===== src/rtl/stream_mux_rr_if.sv =====
// Stream bundle between N producers, the stream_mux_rr mux and a single consumer.
// master = producer/consumer environment side, slave = the multiplexer.
interface stream_mux_rr_if #(
  parameter int N  = 4,
  parameter int W  = 8,
  parameter int SW = $clog2(N)
);
  logic            mode;
  logic [SW-1:0]   sel;
  logic [N-1:0]    in_valid;
  logic [N*W-1:0]  in_data;
  logic [N-1:0]    in_last;
  logic [N-1:0]    in_ready;
  logic            out_valid;
  logic [W-1:0]    out_data;
  logic            out_last;
  logic [SW-1:0]   out_ch;
  logic            out_ready;

  modport master (
    output mode, sel, in_valid, in_data, in_last, out_ready,
    input  in_ready, out_valid, out_data, out_last, out_ch
  );

  modport slave (
    input  mode, sel, in_valid, in_data, in_last, out_ready,
    output in_ready, out_valid, out_data, out_last, out_ch
  );
endinterface


===== src/rtl/stream_mux_rr.sv =====
// N-channel W-bit stream mux: round-robin or explicit select, registered output.
// Optional packet locking when STREAM_MUX_PKT_LOCK_EN is defined.
module stream_mux_rr #(
  parameter int N  = 4,
  parameter int W  = 8,
  parameter int SW = $clog2(N)
) (
  input logic clk,
  input logic rst_n,
  stream_mux_rr_if.slave bus
);
  localparam logic [SW:0]   NV      = (SW+1)'(N);
  localparam logic [SW-1:0] LAST_CH = SW'(N-1);

  logic [W-1:0]  ch_data [N];
  logic [SW-1:0] rr_ptr;
  logic [N-1:0]  rr_grant, fix_grant, grant;
  logic [SW-1:0] rr_id, fix_id, gnt_id;
  logic          rr_found;
  logic [SW:0]   scan_idx;
  logic          can_load, xfer, advance;

  logic          vld_p1;
  logic [W-1:0]  data_p1;
  logic          last_p1;
  logic [SW-1:0] ch_p1;

  function automatic logic [SW-1:0] wrap_inc(input logic [SW-1:0] c);
    return (c == LAST_CH) ? '0 : c + 1'b1;
  endfunction

  for (genvar gi = 0; gi < N; gi++) begin : g_unpack
    assign ch_data[gi] = bus.in_data[gi*W +: W];
  end

  // Round-robin scan starting at rr_ptr, wrapping modulo N
  always_comb begin
    rr_grant = '0;
    rr_id    = '0;
    rr_found = 1'b0;
    scan_idx = '0;
    for (int i = 0; i < N; i++) begin
      scan_idx = {1'b0, rr_ptr} + (SW+1)'(i);
      if (scan_idx >= NV) scan_idx = scan_idx - NV;
      if (!rr_found && bus.in_valid[scan_idx[SW-1:0]]) begin
        rr_found                     = 1'b1;
        rr_id                        = scan_idx[SW-1:0];
        rr_grant[scan_idx[SW-1:0]]   = 1'b1;
      end
    end
  end

  // Out-of-range select is rejected before in_valid is indexed
  always_comb begin
    fix_grant = '0;
    fix_id    = bus.sel;
    if ({1'b0, bus.sel} < NV) begin
      if (bus.in_valid[bus.sel]) fix_grant[bus.sel] = 1'b1;
    end
  end

`ifdef STREAM_MUX_PKT_LOCK_EN
  logic          locked;
  logic [SW-1:0] lock_ch;

  always_comb begin
    grant  = '0;
    gnt_id = '0;
    if (locked) begin
      gnt_id = lock_ch;
      if (bus.in_valid[lock_ch]) grant[lock_ch] = 1'b1;
    end else if (bus.mode) begin
      grant  = fix_grant;
      gnt_id = fix_id;
    end else begin
      grant  = rr_grant;
      gnt_id = rr_id;
    end
  end

  assign advance = bus.in_last[gnt_id];

  always_ff @(posedge clk or negedge rst_n) begin
    if (!rst_n) begin
      locked  <= 1'b0;
      lock_ch <= '0;
    end else if (xfer) begin
      locked  <= ~bus.in_last[gnt_id];
      lock_ch <= gnt_id;
    end
  end
`else
  always_comb begin
    grant  = bus.mode ? fix_grant : rr_grant;
    gnt_id = bus.mode ? fix_id : rr_id;
  end

  assign advance = 1'b1;
`endif

  assign can_load     = ~vld_p1 | bus.out_ready;
  assign bus.in_ready = grant & {N{can_load & rst_n}};
  assign xfer         = |bus.in_ready;

  always_ff @(posedge clk or negedge rst_n) begin
    if (!rst_n) begin
      rr_ptr <= '0;
    end else if (xfer && !bus.mode && advance) begin
      rr_ptr <= wrap_inc(gnt_id);
    end
  end

  // Output register stage
  always_ff @(posedge clk or negedge rst_n) begin
    if (!rst_n) begin
      vld_p1  <= 1'b0;
      data_p1 <= '0;
      last_p1 <= 1'b0;
      ch_p1   <= '0;
    end else if (xfer) begin
      vld_p1  <= 1'b1;
      data_p1 <= ch_data[gnt_id];
      last_p1 <= bus.in_last[gnt_id];
      ch_p1   <= gnt_id;
    end else if (bus.out_ready) begin
      vld_p1  <= 1'b0;
    end
  end

  assign bus.out_valid = vld_p1;
  assign bus.out_data  = data_p1;
  assign bus.out_last  = last_p1;
  assign bus.out_ch    = ch_p1;
endmodule


===== src/flat_wrapper.sv =====
// flat-port wrapper written by rule: the top's interface ports become plain ports
module stream_mux_rr_flat 
#(
  parameter int N  = 4,
  parameter int W  = 8,
  parameter int SW = $clog2(N)
)
  (clk, rst_n, bus_mode, bus_sel, bus_in_valid, bus_in_data, bus_in_last, bus_out_ready, bus_in_ready, bus_out_valid, bus_out_data, bus_out_last, bus_out_ch);
  stream_mux_rr_if #(.N(N), .W(W), .SW(SW)) bus_i ();
  input logic clk;
  input logic rst_n;
  input wire logic [$bits(bus_i.mode)-1:0] bus_mode;
  input wire logic [$bits(bus_i.sel)-1:0] bus_sel;
  input wire logic [$bits(bus_i.in_valid)-1:0] bus_in_valid;
  input wire logic [$bits(bus_i.in_data)-1:0] bus_in_data;
  input wire logic [$bits(bus_i.in_last)-1:0] bus_in_last;
  input wire logic [$bits(bus_i.out_ready)-1:0] bus_out_ready;
  output wire logic [$bits(bus_i.in_ready)-1:0] bus_in_ready;
  output wire logic [$bits(bus_i.out_valid)-1:0] bus_out_valid;
  output wire logic [$bits(bus_i.out_data)-1:0] bus_out_data;
  output wire logic [$bits(bus_i.out_last)-1:0] bus_out_last;
  output wire logic [$bits(bus_i.out_ch)-1:0] bus_out_ch;
  assign bus_i.mode = bus_mode;
  assign bus_i.sel = bus_sel;
  assign bus_i.in_valid = bus_in_valid;
  assign bus_i.in_data = bus_in_data;
  assign bus_i.in_last = bus_in_last;
  assign bus_i.out_ready = bus_out_ready;
  assign bus_in_ready = bus_i.in_ready;
  assign bus_out_valid = bus_i.out_valid;
  assign bus_out_data = bus_i.out_data;
  assign bus_out_last = bus_i.out_last;
  assign bus_out_ch = bus_i.out_ch;
  stream_mux_rr #(.N(N), .W(W), .SW(SW)) u_core (.clk(clk), .rst_n(rst_n), .bus(bus_i));
endmodule

===== config.mk =====
export PLATFORM = sky130hd
export DESIGN_NAME = stream_mux_rr_flat
export DESIGN_NICKNAME = d
export VERILOG_FILES = /design/src/rtl/stream_mux_rr_if.sv /design/src/rtl/stream_mux_rr.sv /design/src/flat_wrapper.sv
export SDC_FILE = /design/constraint.sdc
export NUM_CORES = 1
export LEC_CHECK = 0
export BUFFER_PORTS_ARGS = -buffer_cell sky130_fd_sc_hd__buf_2
export CAP_MARGIN = 25
export CORE_MARGIN = 4
export CORE_UTILIZATION = 49
export DETAILED_ROUTE_END_ITERATION = 8
export PLACE_DENSITY_LB_ADDON = 0.08
export SYNTH_ARGS = -nofsm -noshare
export SYNTH_HDL_FRONTEND = slang
export SYNTH_SLANG_ARGS = --single-unit

===== constraint.sdc =====
create_clock -name clk -period 4.26 [get_ports clk]
set_input_delay 0.852 -clock clk [delete_from_list [all_inputs] [get_ports clk]]
set_output_delay 0.852 -clock clk [all_outputs]
set_load 0.02 [all_outputs]

Word-level counts from Yosys, hierarchy flattened
Index checks and enable logic that the tools add are counted.
{"block": "op_classes", "addsub": 8, "order_cmp": 16, "n_eq_ne": 1, "n_mux": 46, "n_bitwise": 8, "n_reduce_logical": 15}
{"cell": "4-bit two-way mux", "n": 6}
{"cell": "2-bit two-way mux", "n": 10}
{"cell": "2-bit by 3-bit < comparator with 1-bit output, second input constant", "n": 6}
{"cell": "8-bit binary-select mux with 2-bit select", "n": 1}
{"cell": "1-bit two-way mux", "n": 16}
{"cell": "8-bit two-way mux", "n": 2}
{"cell": "1-bit binary-select mux with 2-bit select", "n": 6}
{"cell": "3-bit >= comparator, second input constant", "n": 4}
{"cell": "4-bit bitwise OR", "n": 3}
{"cell": "1-bit demux with 2-bit select", "n": 5}
{"cell": "2-bit by 1-bit >= comparator with 1-bit output, second input constant", "n": 5}
{"cell": "1-bit logical AND", "n": 9}
{"cell": "2-bit by 1-bit subtractor with 2-bit output, second input constant", "n": 4}
{"cell": "2-bit by 2-bit adder with 3-bit output, second input constant", "n": 2}
{"cell": "4-bit AND", "n": 1}
{"cell": "1-bit logical NOT", "n": 4}
{"cell": "4-bit OR reduction", "n": 1}
{"cell": "2-bit by 1-bit adder with 3-bit output, second input constant", "n": 1}
{"cell": "2-bit by 3-bit >= comparator with 1-bit output, second input constant", "n": 1}
{"cell": "2-bit NOT with 3-bit output", "n": 1}
{"cell": "2-bit by 1-bit adder with 2-bit output, second input constant", "n": 1}
{"cell": "2-bit equality test, second input constant", "n": 1}
{"cell": "2-bit nonzero test", "n": 1}
{"cell": "1-bit AND", "n": 1}
{"cell": "other kinds (2)", "n": 2}
{"block": "word_totals", "ff_bits": 14, "input_bits": 46, "out_inout_bits": 16, "elab_cells": 99}

Depth between registers and ports, before layout
Gate-level depths: netlist of the first run.
{"block": "logic_depth", "depth_word": 19, "ltp_mapped": 12, "depth_no_buf": 9}

Worst setup path after synthesis of the first run
OpenSTA, ideal clock, no wires.
{"block": "synth_path", "kind": "reg2out", "startpoint": "register u_core.rr_ptr[0]", "endpoint": "output port bus_in_ready[1]", "arrival_ns": 2.625, "t_required_ns": 3.408, "setup_slack_ns": 0.783, "path_stages_with_launch": 9, "n_path_buf": 2, "path_cell_list": "dfrtp_1 buf_6 inv_2 ha_1 buf_2 or3b_4 a2111oi_4 o21ai_0 a31oi_1"}
{"block": "synth_via", "elab_chain_cells": 16, "word_cells_on_any_way": 61, "cone_classes": "7 x add/sub; 12 x order compare; 28 x mux; 4 x bitwise; 10 x reduce/logical"}
{"item": "start, declared", "line": "stream_mux_rr.sv:16", "source": "logic [SW-1:0] rr_ptr;"}
{"item": "start signal, assigned", "line": "stream_mux_rr.sv:109", "source": "rr_ptr <= wrap_inc(gnt_id);"}
{"item": "branches (longest 13 deep; another with 2-bit by 1-bit adder with 3-bit output)"}
{"item": "4-bit two-way mux (*)", "line": "stream_mux_rr.sv:45", "source": "if (!rr_found && bus.in_valid[scan_idx[SW-1:0]]) begin"}
{"item": "4-bit two-way mux (*)", "line": "stream_mux_rr.sv:94", "source": "grant = bus.mode ? fix_grant : rr_grant;"}
{"item": "4-bit AND (*)", "line": "stream_mux_rr.sv:102", "source": "assign bus.in_ready = grant & {N{can_load & rst_n}};"}
{"item": "end, declared", "line": "flat_wrapper.sv:18", "source": "output wire logic [$bits(bus_i.in_ready)-1:0] bus_in_ready;"}
Every way passes the cells marked *. The select of a mux whose other input is x is not followed.

Worst setup path in the final report of the first run
{"block": "layout_path", "startpoint": "register u_core.rr_ptr[1]", "endpoint": "output port bus_in_ready[1]"}
Same word-level chain as after synthesis.

==> results.md, run 1 <==
* Synth area leaders: dfrtp_1 23%, mux2i_1 14%, mux2_2 6.6%
* Worst EP required at between 3000 and 4000 ps
* Final worst path period need at roughly 4000 ps
* Crit start category: flip-flop
* Tightest Hold Check Type: in2async
* Syn Inst Count at roughly 160
* Post-DR vias/cell at ~5.5
* CTS sink count at 14
* M2 GR Usage at 31.9%
* Top Ports at between 60 and 70
* Max Fclk at 256 MHz
* Main flop type after synthesis: dfrtp_1
* Crit-path leading delay family: compound AO/OA/AOI/OAI gates
* Rows at 20
* Max-cap viol count at 0
* Final period util at around nine tenths
* Diodes inserted at 0
* Post-synth net total at between 200 and 250
* Type of the worst setup path: reg2out
* Syn-to-layout area delta at 21.8%
* Grt peak-use layer: met2
* Detail Placement HPWL at just under 3000 µm
* Critical path peak fanout at 13
* Hold Slack at between 400 and 500 ps
* Final net count at roughly 270
* Inserted Clock Buffers at 3
* Setup TNS at 0 ps
* Clk buf depth at 2
* CTS root buffer: clkbuf_4
* Post-CTS Setup Bufs at 0
* Status: completed
* GRT met1 Usage at approximately a quarter
* Slew HR at a little over three fifths
* Async SR Flop Fraction at 100%
* Buf/Inv on CP at 2
* PD cells at 640 nW/µm²
* Post-synthesis average cell area at around 9.7 µm²
* Die Wd at between 60 and 70 µm
* IO Port Bufs at a little over 60
* Slowest stage delay, CP at 520 ps
* Clock Pin Slew Worst Setup and Hold Paths at ~90 ps
* Synth cell types at 44
* Hold Fails Final Rpt at 0
* Mapped Area at between 1500 and 2000 µm²
* Post-DR wirelength/cell at around 14 µm
* Static Leak at between 0.0008 and 0.0009 µW
* Die area at around 4100 µm²
* Post-synth EDFFs at 0
* CP endpoint kind: output pin
* CTS tree: built
* Final setup violation count at 0
* GR Layer Usage met3 at under 10%
* Register area share after synthesis at a little under a quarter
* Vias in the first global route at about 1400
* Slowest CP cell: dfrtp_2
* Arrival time at the worst endpoint at a little over 3000 ps
* Post-synth top area cell: dfrtp_1
* Share of layout cells above drive strength 1 at between 40% and 50%
* Worst vdd ir at around 0.32 mV
* H-tree depth at 1
* Die Y at around 64 µm
* Largest net degree at the start of global routing at 21
* Via count at around 1400
* Wire length of the first global-routing pass at between 6000 and 7000 µm
* Grt total ovfl at 0
* Syn. warnings at 0
* Post-cts hold buffer count at 0
* Layout Utilization at between 60 and 70%
* Final wirelength at around 3700 µm
* Clk_lat worst skew at 280 ps
* Yosys reg bits at 14
* Clk_skew at between 2 and 3 ps
* RSZ-0062 raised after global routing: false
* GRT Total Usage at between 10% and 20%
* Global placer's final weighted congestion at 0.903
* Core box area at between 3000 and 4000 µm²
* Post-DRT Antenna Nets at 0
* Antenna violations before repair at 0
* Initial core utilization at roughly 51%
* Worst path cell trace: inv_1 -> ha_1 -> or3b_4 -> a2111oi_4 -> o21ai_0 -> a31oi_1 -> buf_2
* Worst Tran Pin Value at 548 ps
* Synth top area share at 22.8%
* DRC Markers at 0
* DRT Pass-1 Iters at 4
* Final Max Slew Viols at 0
* Initial DRC Count at 77
[synth_stat cells (2+ instances only)]
| cell | instances |
|---|---|
| nand2b_1 | 3 |
| a21boi_0 | 2 |
| a21oi_2 | 2 |
| a21o_1 | 2 |
| mux2i_1 | 21 |
| mux2_2 | 9 |
| buf_6 | 3 |
| mux4_2 | 3 |
| a31oi_1 | 6 |
| buf_4 | 3 |
| clkbuf_1 | 3 |
| nand3b_1 | 4 |
| nor2b_1 | 3 |
| buf_2 | 5 |
| o21ai_0 | 2 |
| a221o_1 | 2 |
| a21oi_1 | 3 |
| nor2_1 | 6 |
| dfrtp_1 | 14 |
| o21a_1 | 3 |
| o21ai_1 | 3 |
| o221ai_1 | 2 |
| nand2_1 | 19 |
| inv_1 | 2 |
| ha_1 | 7 |
| o21ai_2 | 9 |
[layout by cell type (no fill, tap or decap), types with 2 or more instances in the layout]
cell      Yosys  final
dfrtp_1      14     13
o21ai_0       2      2
inv_1         2      2
nor2b_1       3      3
nand3b_1      4      4
buf_2         5     61
mux2i_1      21     21
a21boi_0      2      2
o21ai_2       9      9
nand2b_1      3      3
clkbuf_4      0      3
o21a_1        3      3
a21o_1        2      2
o221ai_1      2      2
o21ai_1       3      3
a21oi_2       2      2
ha_1          7      7
nor2_1        6      6
a21oi_1       3      3
mux2_2        9      9
a31oi_1       6      6
mux4_2        3      3
nand2_1      19     19
buf_4         3      4
a221o_1       2      2
[final cells by class]
type	instances	area [µm²]
fillers	263	1150
multi-input cells	128	1080
flip-flops and latches	14	352
repair buffers	65	335
well taps	44	55.1
clock buffers	4	36.3
inverters	3	11.3
[final timing paths]
check	start	to	slack (ps)	cells past startpoint
max	u_core.rr_ptr[1]$_DFFE_PN0P_	bus_in_ready[1]	350	7
max in group asynchronous	rst_n	u_core.rr_ptr[1]$_DFFE_PN0P_	3530	1
min in group clk	u_core.bus.out_data[6]$_DFFE_PN0P_	u_core.bus.out_data[6]$_DFFE_PN0P_	470	2
min	rst_n	u_core.rr_ptr[0]$_DFFE_PN0P_	460	1
min reg2reg	u_core.bus.out_data[6]$_DFFE_PN0P_	u_core.bus.out_data[6]$_DFFE_PN0P_	470	2
max reg2reg	u_core.rr_ptr[1]$_DFFE_PN0P_	u_core.bus.out_ch[0]$_DFFE_PN0P_	810	9
[state kept, by name, summed over array words and instances (netlist names)]
signal                cells
u_core.bus.out_valid      1
u_core.bus.out_ch         2
u_core.bus.out_last       1
u_core.rr_ptr             2
u_core.bus.out_data       8
[per-layer routing]
| metal | wire length (µm) | share of wire, % |
|---|---|---|
| met4 | 30 | 0.81 |
| met5 | 0 | 0 |
| met3 | 221 | 6.0 |
| met2 | 1900 | 51 |
| met1 | 1560 | 42 |
[stage by stage]
step	setup slack [ps]	total power, µW	instance area, µm²	cells
2_1_floorplan	783	934	1540	159
3_3_place_gp	713	1080	1830	253
3_5_place_dp	493	1110	1840	254
4_1_cts	167	1210	1870	258
5_1_grt	183	1300	1870	258
6_report	350	1200	1870	258
[kinds of logic (layout without fill, tap and decap cells)]
family          Yosys count  after routing  share of synthesized area [%]
buf+inv                  17             72                           6.75
flops                    14             14                           22.8
compound gates           43             43                           23.0
simple gates             42             42                           14.8
xor+xnor                  1              1                          0.570
fa+ha+maj                 7              7                           5.70
mux                      35             35                           26.4
[power by group]
| group | total (µW) | leakage [µW] | internal [µW] | switching, µW |
|---|---|---|---|---|
| registers | 249 | 0.000168 | 201 | 47.9 |
| clock network | 97.2 | 0.0000210 | 52.0 | 45.2 |
| logic | 852 | 0.000698 | 365 | 488 |
[timing repair]
item | 4_1_cts | 5_1_grt
endpoints found under the hold margin | 0 | 0
endpoints found under the setup margin | 0 | 2
resized for setup | 0 | 1
Power figures use the tool's default switching activity.
==> run 2, diff against run 1 <==
--- a/config.mk
+++ b/config.mk
@@ -5,10 +5,11 @@
 export SDC_FILE = /design/constraint.sdc
 export NUM_CORES = 1
 export LEC_CHECK = 0
-export BUFFER_PORTS_ARGS = -buffer_cell sky130_fd_sc_hd__buf_2
-export CAP_MARGIN = 25
+export ABC_AREA = 1
+export BUFFER_PORTS_ARGS = -buffer_cell sky130_fd_sc_hd__clkbuf_2
+export CAP_MARGIN = 5
 export CORE_MARGIN = 4
-export CORE_UTILIZATION = 49
+export CORE_UTILIZATION = 48
 export DETAILED_ROUTE_END_ITERATION = 8
 export PLACE_DENSITY_LB_ADDON = 0.08
 export SYNTH_ARGS = -nofsm -noshare
==> run 2 against run 1 <==
Against the previous run: total power increased by 6.6%; register-to-register slack better by 610 ps; synthesized cell count increased by 42%; critical path type unchanged; largest cell class unchanged.
==> results.md, run 2 <==
* Post-DR wirelength/cell at 12.1 µm (-16%)
* Tightest Hold Check Type: reg2reg
* Initial core utilization at 52.3% (+1.5 points)
* Antenna violations before repair at 0 (unchanged)
* Arrival time at the worst endpoint at 2510 ps (-550 ps)
* CP most frequent cell: nand2_1
* Via count at 1631 (+16%)
* Type of the worst setup path: reg2out
* Post-synth top area cell: dfrtp_1
* GRT Total Usage at 19.4% (+0.77 points)
* Synth area leaders: dfrtp_1 23%, nand2_1 20%, nand3_1 20%
* IO Port Bufs at 61 (unchanged)
* Critical path peak fanout at 12 (-1)
* Inserted Clock Buffers at 3 (unchanged)
* DRC Markers at 0 (unchanged)
* Hold Fails Final Rpt at 0 (unchanged)
* Syn Inst Count at 226 (+42%)
* Fillers at 305 (+16%)
* Clock Pin Slew Worst Setup and Hold Paths at 70 ps (-20 ps)
* Post-synth EDFFs at 0 (unchanged)
* Synth cell count leaders: 79 x nand2_1, 59 x nand3_1, 14 x dfrtp_1, 14 x inv_1, 10 x nand2_2
* Commonest non-fill, non-tap cell in the layout: nand2_1
* Max-cap viol count at 0 (unchanged)
* Worst Tran Pin Value at 528 ps (-20.3 ps)
* Yosys reg bits at 14 (unchanged)
* Top-count cell post-synth: nand2_1
* Slew HR at 64.8% (+1.6 points)
* Crit-path leading delay family: simple AND/OR/NAND/NOR gates
* Post-CTS Setup Bufs at 0 (unchanged)
* Core box area at 2850 µm² (-5.8%)
* Setup TNS at 0 ps (unchanged)
* CP Depth at 14 (+7)
* Detail Placement HPWL at 3160 µm (+6.2%)
* Syn. warnings at 0 (unchanged)
* Final setup violation count at 0 (unchanged)
* Reg2Reg Launch Point: u_core.rr_ptr[0]$_DFFE_PN0P_
* Mapped Area at 1490 µm² (-3.0%)
* Syn-to-layout area delta at 19.8%
* Reg2Reg Capture Point: u_core.bus.out_last$_DFFE_PN0P_
* Static Leak at 0.00104 µW (+18%)
* Die Wd at 63.7 µm (-0.44%)
* Final worst path period need at 3360 ps (-545 ps)
* Buf/Inv on CP at 5 (+3)
* Reg2reg path depth at 14 (+5)
* Post_cts resized at 0 (unchanged)
* Max reg flops at 8 (unchanged)
* Final net count at 338 (+26%)
* Cell Count Post-Placement at 311 (+22%)
* Crit start category: flip-flop
* Clk_lat worst skew at 260 ps (-20 ps)
* Clk buf depth at 2 (unchanged)
* Hold depth at 2
* Vias in the first global route at 1467 (+6.5%)
* Final non-filler cell total at 314 (+22%)
* Share of layout cells above drive strength 1 at 32.9% (-15 points)
* Top Ports at 62 (unchanged)
* H-tree depth at 1 (unchanged)
* RSZ-0062 raised after global routing: false
* Total Power at 1280 µW (+6.6%)
* Slowest CP cell: dfrtp_1
* Clk_skew at 1.40 ps (-1.48 ps)
* Worst path cell trace: inv_6 -> ha_1 -> inv_1 -> nand3_2 -> nand2_2 -> inv_2 -> nor2_8 -> nand3_1 -> nand3_1 -> nand2_1 -> nand2_1 -> nand2_1 -> inv_1 -> clkbuf_2
* Post-DRT Antenna Nets at 0 (unchanged)
* Die area at 4060 µm² (-0.87%)
* Diodes inserted at 0 (unchanged)
* Wire length of the first global-routing pass at 6540 µm (+7.1%)
* WHS Endpoint: u_core.bus.out_ch[0]$_DFFE_PN0P_
* PD cells at 715 nW/µm² (+12%)
* R2R setup slack at 1420 ps (+610 ps)
* CP endpoint kind: output pin
* Async SR Flop Fraction at 100% (unchanged)
* Synth top area share at 23.5% (+0.71 points)
* Final Max Slew Viols at 0 (unchanged)
* Worst EP required at 3410 ps (about the same)
* Layout Utilization at 62.6% (+0.77 points)
* Register area share after synthesis at 23.5% (+0.71 points)
* CTS sink count at 14 (unchanged)
* CTS tree: built
* Final wirelength at 3800 µm (+2.6%)
* Post-synthesis average cell area at 6.60 µm² (-32%)
* Grt total ovfl at 0 (unchanged)
* Initial DRC Count at 105 (+36%)
* Synth cell types at 26 (-41%)
* Rows at 19 (-5.0%)
* Hold Crit Start: u_core.bus.out_ch[0]$_DFFE_PN0P_
* Die Y at 63.7 µm (-0.44%)
* Post-DR vias/cell at 5.19 (-4.9%)
* Largest net degree at the start of global routing at 22 (+4.8%)
* Main flop type after synthesis: dfrtp_1
* DRT Pass-1 Iters at 4 (unchanged)
* Post-cts hold buffer count at 0 (unchanged)
* Post-synth net total at 279 (+32%)
* Slowest stage delay, CP at 670 ps (+150 ps)
* Final period util at 79.0% (-13 points)
* Global placer's final weighted congestion at 0.892 (-1.3%)
* Max Fclk at 297 MHz (+16%)
* Status: completed
* Hold Slack at 475 ps (+13.8 ps)
* Most frequent cells in the layout: 79 x nand2_1, 61 x clkbuf_2, 59 x nand3_1
* CTS root buffer: clkbuf_4
* Worst vdd ir at 0.325 mV (+1.9%)
==> run 2: changes by cell type in the layout (fill, tap and decap cells not counted), moves of 12 or more <==
cell,delta
buf_2,-61
clkbuf_2,+61
nand2_1,+60
nand3_1,+58
mux2i_1,-21
inv_1,+12
==> run 2: per-layer routing <==
| metal | track usage (%) | share of wire (%) | up-vias |
|---|---|---|---|
| met5 | 0 | 0 | - |
| met3 | 3.68 | 7.6 | 4 |
| met2 | 27.0 | 42 | 62 |
| li1 | - | - | 850 |
| met1 | 31.2 | 50 | 715 |
| met4 | 2.96 | 0.53 | 0 |
==> run 2: worst reg2reg max path, cell delays in order (launching register included) <==
cell and delay, ps:
dfrtp_1 670, inv_6 100, ha_1 390, inv_1 110, nand3_2 80, nand2_2 110
inv_2 70, nor2_8 150, nand2_2 80, o21ai_1 190, nor2_1 70, nor2_2 340
nand3_1 170, nand3_1 140, nand2_1 50
==> run 2: cell families after synthesis <==
kind of cell,Yosys count,share of synthesized area [%]
buffers and inverters,27,10.1
AND/OR/NAND/NOR,167,56.2
flip-flops,14,23.5
AO/OA/AOI/OAI,11,4.28
adder cells (fa/ha/maj),7,5.87
==> run 2: through the flow <==
stage / cell area, µm² / worst slack (ps)
after global placement: 1760 / 1270
after detailed placement: 1760 / 1210
after global routing: 1790 / 686
after floorplan: 1490 / 1550
final: 1790 / 895
after CTS: 1790 / 924
==> run 2: final cells by class <==
type | count | area [µm²] | share of cell area, %
Multi-Input combinational cell | 185 | 990 | 55.4
Timing Repair Buffer | 61 | 305 | 17.1
Inverter | 20 | 80.1 | 4.48
Clock buffer | 3 | 22.5 | 1.26
Sequential cell | 14 | 350 | 19.6
Tap cell | 31 | 38.8 | 2.17
==> run 2: worst max path at each step <==
stage / startpoint / end / slack [ps]
after floorplan: u_core.rr_ptr[0]$_DFFE_PN0P_ / bus_in_ready[2] / 1550
after global placement: u_core.rr_ptr[0]$_DFFE_PN0P_ / bus_in_ready[2] / 1270
after detailed placement: u_core.rr_ptr[0]$_DFFE_PN0P_ / bus_in_ready[2] / 1210
after CTS: u_core.rr_ptr[0]$_DFFE_PN0P_ / bus_in_ready[2] / 920
after global routing: u_core.rr_ptr[0]$_DFFE_PN0P_ / bus_in_ready[2] / 690
final: u_core.rr_ptr[0]$_DFFE_PN0P_ / bus_in_ready[2] / 900
==> run 2: power by group <==
part	internal, µW	total [µW]	leakage, µW	switching [µW]
clock	32.6	65.6	0.0000138	33.1
combinational	306	948	0.000857	642
sequential	200	264	0.000171	64.1
total	538	1280	0.00104	739
